`src/rtl/approx_pkg.sv`:
```
// Shared definitions for the series-approximation controller, datapath and ALU:
// ALU mode codes, controller state encoding and the default ALU latency.
package approx_pkg;

    localparam int DEFAULT_ALU_LAT = 2;
    localparam int STEP_W          = 3;

    localparam logic [2:0] MODE_PASS = 3'd0;
    localparam logic [2:0] MODE_SUB1 = 3'd1;
    localparam logic [2:0] MODE_ACC  = 3'd2;
    localparam logic [2:0] MODE_MUL  = 3'd3;
    localparam logic [2:0] MODE_INC  = 3'd4;

    typedef enum logic [2:0] {
        ST_IDLE,
        ST_LOAD,
        ST_SUB1,
        ST_SEED,
        ST_ACC,
        ST_POW,
        ST_CNT,
        ST_DONE
    } approx_state_t;

endpackage

```
`src/rtl/approx_step_timer.sv`:
```
// Per-state step counter: runs 0..ALU_LAT, flags the terminal (write-back) step
// and restarts from 0 on clear or after the terminal step.
module approx_step_timer
    import approx_pkg::*;
#(
    parameter int ALU_LAT = DEFAULT_ALU_LAT
) (
    input  logic              clk,
    input  logic              rst,
    input  logic              i_clear,
    output logic [STEP_W-1:0] o_count,
    output logic              o_term
);

    logic [STEP_W-1:0] r_count;

    always_ff @(posedge clk or negedge rst) begin
        if (!rst) begin
            r_count <= '0;
        end else if (i_clear || o_term) begin
            r_count <= '0;
        end else begin
            r_count <= r_count + STEP_W'(1);
        end
    end

    assign o_count = r_count;
    assign o_term  = (r_count == STEP_W'(ALU_LAT));

endmodule

```
`src/rtl/approx_ctrl.sv`:
```
// Sequencing controller for the series-approximation datapath.
// Define APPROX_CTRL_WATCHDOG_EN to add the MAX_IT iteration watchdog driving err_o.
module approx_ctrl
    import approx_pkg::*;
#(
    parameter int ALU_LAT = DEFAULT_ALU_LAT,
    parameter int MAX_IT  = 7
) (
    input  logic       clk,
    input  logic       rst,
    input  logic       req_i,
    output logic       busy_o,
    output logic       done_o,
    output logic       err_o,
    input  logic       valid_i,
    output logic       start_o,
    output logic       check_for_termination_o,
    output logic [2:0] mode_o,
    output logic       wren_x1_o,
    output logic       wren_x1_n_o,
    output logic       wren_y_o,
    output logic       wren_n_o,
    output logic       wren_sigma_n_o,
    output logic       x_to_alu_a_o,
    output logic       y_to_alu_a_o,
    output logic       x1_to_alu_a_o,
    output logic       n_to_alu_a_o,
    output logic       x1_n_to_alu_b_o,
    output logic       sigma_n_to_alu_o
);

    if (ALU_LAT < 1 || ALU_LAT > 4 || MAX_IT < 1 || MAX_IT > 7) begin : g_param_check
        $error("approx_ctrl: ALU_LAT must be 1..4 and MAX_IT 1..7");
    end

    approx_state_t     r_state;
    approx_state_t     w_next;
    logic [STEP_W-1:0] w_step;
    logic              w_term;
    logic              w_clear;
    logic              w_timeout;

    // The step counter restarts on every state change, so each state begins at step 0.
    assign w_clear = (w_next != r_state) || (r_state == ST_IDLE);

    approx_step_timer #(
        .ALU_LAT (ALU_LAT)
    ) u_step_timer (
        .clk     (clk),
        .rst     (rst),
        .i_clear (w_clear),
        .o_count (w_step),
        .o_term  (w_term)
    );

`ifdef APPROX_CTRL_WATCHDOG_EN
    localparam logic [2:0] IT_LAST = 3'(MAX_IT - 1);

    logic [2:0] r_iter;
    logic       r_err;

    always_ff @(posedge clk or negedge rst) begin
        if (!rst) begin
            r_iter <= '0;
            r_err  <= 1'b0;
        end else if (r_state == ST_LOAD) begin
            r_iter <= '0;
            r_err  <= 1'b0;
        end else if (r_state == ST_CNT && w_term) begin
            r_iter <= r_iter + 3'd1;
            if (w_timeout) begin
                r_err <= 1'b1;
            end
        end
    end

    assign w_timeout = !valid_i && (r_iter == IT_LAST);
    assign err_o     = (r_state == ST_DONE) && r_err;
`else
    assign w_timeout = 1'b0;
    assign err_o     = 1'b0;
`endif

    always_ff @(posedge clk or negedge rst) begin
        if (!rst) begin
            r_state <= ST_IDLE;
        end else begin
            r_state <= w_next;
        end
    end

    always_comb begin
        w_next = r_state;
        case (r_state)
            ST_IDLE: if (req_i) w_next = ST_LOAD;
            ST_LOAD: if (w_step == STEP_W'(1)) w_next = ST_SUB1;
            ST_SUB1: if (w_term) w_next = ST_SEED;
            ST_SEED: if (w_term) w_next = ST_ACC;
            ST_ACC:  if (w_term) w_next = ST_POW;
            ST_POW:  if (w_term) w_next = ST_CNT;
            ST_CNT: begin
                if (w_term) begin
                    w_next = (valid_i || w_timeout) ? ST_DONE : ST_ACC;
                end
            end
            ST_DONE: w_next = ST_IDLE;
            default: w_next = ST_IDLE;
        endcase
    end

    // Moore decode of the registered state and step; write flags fire only on the last step.
    always_comb begin
        busy_o                  = (r_state != ST_IDLE);
        done_o                  = 1'b0;
        start_o                 = 1'b0;
        check_for_termination_o = 1'b0;
        mode_o                  = MODE_PASS;
        wren_x1_o               = 1'b0;
        wren_x1_n_o             = 1'b0;
        wren_y_o                = 1'b0;
        wren_n_o                = 1'b0;
        wren_sigma_n_o          = 1'b0;
        x_to_alu_a_o            = 1'b0;
        y_to_alu_a_o            = 1'b0;
        x1_to_alu_a_o           = 1'b0;
        n_to_alu_a_o            = 1'b0;
        x1_n_to_alu_b_o         = 1'b0;
        sigma_n_to_alu_o        = 1'b0;
        case (r_state)
            ST_LOAD: start_o = (w_step == '0);
            ST_SUB1: begin
                x_to_alu_a_o = 1'b1;
                mode_o       = MODE_SUB1;
                wren_x1_o    = w_term;
            end
            ST_SEED: begin
                x1_to_alu_a_o = 1'b1;
                mode_o        = MODE_PASS;
                wren_x1_n_o   = w_term;
            end
            ST_ACC: begin
                y_to_alu_a_o     = 1'b1;
                x1_n_to_alu_b_o  = 1'b1;
                sigma_n_to_alu_o = 1'b1;
                mode_o           = MODE_ACC;
                wren_y_o         = w_term;
            end
            ST_POW: begin
                x1_to_alu_a_o   = 1'b1;
                x1_n_to_alu_b_o = 1'b1;
                mode_o          = MODE_MUL;
                wren_x1_n_o     = w_term;
            end
            ST_CNT: begin
                n_to_alu_a_o            = 1'b1;
                mode_o                  = MODE_INC;
                wren_n_o                = w_term;
                wren_sigma_n_o          = w_term;
                check_for_termination_o = w_term;
            end
            ST_DONE: done_o = 1'b1;
            default: ;
        endcase
    end

endmodule

```
`config.mk`:
```
export PLATFORM = sky130hd
export DESIGN_NAME = approx_ctrl
export DESIGN_NICKNAME = d
export VERILOG_FILES = /design/src/rtl/approx_pkg.sv /design/src/rtl/approx_step_timer.sv /design/src/rtl/approx_ctrl.sv
export SDC_FILE = /design/constraint.sdc
export NUM_CORES = 1
export LEC_CHECK = 0
export ABC_AREA = 1
export BUFFER_PORTS_ARGS = -buffer_cell sky130_fd_sc_hd__buf_2
export CAP_MARGIN = 20
export CORE_MARGIN = 5
export CORE_UTILIZATION = 30
export DETAILED_ROUTE_END_ITERATION = 10
export MAX_ROUTING_LAYER = met4
export PLACE_DENSITY = 0.67
export SYNTH_ARGS = -nofsm -noshare
export SYNTH_HDL_FRONTEND = slang
export SYNTH_HIERARCHICAL = 1
export SYNTH_SLANG_ARGS = --single-unit
```
`constraint.sdc`:
```
create_clock -name clk -period 1.95 [get_ports clk]
set_clock_uncertainty 0.2 [all_clocks]
set_input_delay 0 -clock clk [delete_from_list [all_inputs] [get_ports clk]]
set_output_delay 0 -clock clk [all_outputs]
set_load 0.005 [all_outputs]
```
==> results.tsv <==
stage	metric	value	unit
finish	n_fill_cell	208	
routing	vias	618	
synth	seq_area_frac_synth	25.59	%
power	powerDensity	1397	nW/um2
synth	syn_area	586.8	um2
synth	ys_ff_latch	6	
worst_setup_path	crit_type	flip-flop to flip-flop	
finish	drive_above_1_share	48.72	%
sta	min_period	1820	ps
sta	finalHoldViolCount	0	
synth	synth.distinct_cells	21	
floorplan	fp-row-count	16	
sta	max_freq	0.5494	GHz
clock_tree	path_clk_slew	40	ps
synth	avgSynthCellArea	6.520	um2
clock_tree	clock_sinks	6	
global_routing	grt_pass1_wl	2166	um
floorplan	die-area	2940	um2
worst_setup_path	start_kind	flip-flop	
sta	setup_viol	0	
place	dp_hpwl	1077	um
place	gp_congestion	0.8253	
hold_path	hold_class	flip-flop to flip-flop	
global_routing	overflow	0	
floorplan	io_pins	23	
finish	syn_to_final_growth	34.75	%
finish	antenna_cells	0	
sta	slew_violations	0	
clock_tree	tritoncts	done	
place	portBuffers	21	
clock_tree	cts_buffers	3	
synth	syn-num-nets	96	
routing	wire_per_inst	9.694	um
finish	finalNonFillerCells	144	
routing	drt_pre_antenna_iters	4	
clock_tree	clk_latency	240	ps
global_routing	grt_pass1_vias	549	
run	max-cap-violations	0	
worst_setup_path	required	1920	ps
floorplan	die_height	54.23	um
global_routing	grt_max_degree	13	
sta	period_share	93.34	%
routing	dr.first_iter.drc_count	12	
place	dp_cells	135	
floorplan	initial_core_util	30.53	%
floorplan	fp.dieW	54.23	um
synth	synth_cells	90	
synth	ys_warn_count	6	
worst_setup_path	critPathArrivalTime	1790	ps
power	fin_total_pwr	0.001105	W
clock_tree	clockBufferDepth	2	
worst_setup_path	critPathMaxFanout	4	
global_routing	grt_use_total	10.44	%
power	p_leak	0.4763	nW
routing	vias_per_cell	4.292	
routing	drc_errors	0	
global_routing	antenna_found_initial	0	
routing	ant_nets	0	
finish	fin_nets	125	
clock_tree	htreeDepth	1	
power	peakVddDrop	0.7026	mV
clock_tree	cts_root_buf	clkbuf_4	
floorplan	fp.coreArea	1922	um2
routing	routed_wl	1396	um
worst_setup_path	cp-end-kind	flip-flop	
run_status	outcome	completed	
worst paths after layout:
check                                                  startpoint                           endpoint  slack [ps]  cells past startpoint
worst max-delay path            u_step_timer/o_count[0]$_DFF_PN0_  u_step_timer/o_count[2]$_DFF_PN0_         130                     13
worst min-delay path            u_step_timer/o_count[1]$_DFF_PN0_  u_step_timer/o_count[1]$_DFF_PN0_         360                      2
worst max register to register  u_step_timer/o_count[0]$_DFF_PN0_  u_step_timer/o_count[2]$_DFF_PN0_         130                     13
worst min register to register  u_step_timer/o_count[1]$_DFF_PN0_  u_step_timer/o_count[1]$_DFF_PN0_         360                      2
max in group asynchronous                                     rst               r_state[1]$_DFF_PN0_         820                      3
min in group asynchronous                                     rst               r_state[2]$_DFF_PN0_         500                      3
sequential cells by signal (all words and copies together), names as in the netlist:
| signal | flops |
|---|---|
| u_step_timer/o_count | 3 |
| r_state | 3 |
cell usage after synthesis:
cell type   n  share of area (%)
inv_2       8                5.1
nand3_2     2                3.4
conb_1      1               0.64
or2_1       1                1.1
nand2_2     6                6.4
buf_6       1                1.9
o211ai_1    1                1.3
nor3_2      1                1.7
or3_1       1                1.1
nor2_2      7                7.5
buf_4       5                6.4
nand2_1    17                 11
nor4_1      2                2.1
dfrtp_1     6                 26
ha_1        2                4.3
nand3_1     3                2.6
nor3_1      2                1.7
inv_1       9                5.8
a21oi_1     2                1.7
a21boi_1    1                1.3
nor2_1     12                7.7
metal layers:
| metal | routed length [um] | track usage [%] |
|---|---|---|
| met5 | 0 | - |
| met4 | 0 | 4.979 |
| met3 | 57 | 1.635 |
| met2 | 702 | 15.74 |
| met1 | 636 | 13.55 |
power breakdown:
group / internal, W / leakage (nW) / switching (W) / total [W]
Sequential: 0.000174 / 0.0765 / 0.0000985 / 0.000273
Combinational: 0.000295 / 0.386 / 0.000428 / 0.000723
Clock: 0.0000693 / 0.0138 / 0.0000398 / 0.000109
Total: 0.000538 / 0.476 / 0.000566 / 0.00110
cell type report:
cell class	instances	area [um2]	area share [%]
multi-input combinational	61	329.1	41.61
timing repair buffer	30	182.7	23.10
sequential	6	151.4	19.15
inverter	17	71.32	9.019
tap	27	33.78	4.272
clock buffer	3	22.52	2.848
cells in the final DEF (no fill, tap or decap), types with 2 or more instances in the layout:
cell type and n:
inv_1 8, buf_2 21, nand2_1 17, inv_2 7
nand2_2 6, clkbuf_4 3, nor4_1 2, buf_4 5
a21oi_1 2, nor3_1 2, nor2_2 9, ha_1 2
nand3_2 2, dfrtp_1 5, dlygate4sd3_1 4, nand3_1 3
nor2_1 10
through the flow:
step                      util, %  hold WS, ps  worst slack [ps]  instance area, um2  setup TNS, ps
after floorplan                 -       -495.6             121.8               586.8              0
after global placement      36.39       -374.4             66.90               699.4              0
after detailed placement    36.39       -373.9            -3.735               699.4         -3.735
after CTS                   39.65        361.9             9.943               762.0              0
after global routing        41.15        381.2            -21.34               790.8         -47.70
final                       41.15        358.9             129.8               790.8              0
critical path: stages (launching register included):
cell      delay, ps
dfrtp_1         350
inv_1            50
ha_1            190
nand2_2          90
inv_4            60
o211ai_1        210
inv_2            50
nor2_2          130
nand2_1          70
nand3_1          80
nand2_1          60
inv_1            60
nand2_2          70
nor2_2           90
kinds of logic after synthesis:
| family | after synthesis | synth area share, % |
|---|---|---|
| AOI/OAI and AO/OA | 4 | 4.265 |
| adders and majority gates | 2 | 4.264 |
| buffers and inverters | 23 | 19.19 |
| DFF | 6 | 25.59 |
| other | 1 | 0.6390 |
| and+or+nand+nor | 54 | 46.06 |
timing repair:
| action | 4_1_cts | 5_1_grt |
|---|---|---|
| gates resized for setup | 1 | 6 |
| setup endpoints to repair | 3 | 3 |
| hold buffers | 4 | 0 |
| gates cloned | 0 | 0 |
| pin swaps | 0 | 4 |
| endpoints found under the hold margin | 8 | 0 |
| setup buffers | 0 | 2 |
No activity file was read; power rests on OpenSTA's default activity.
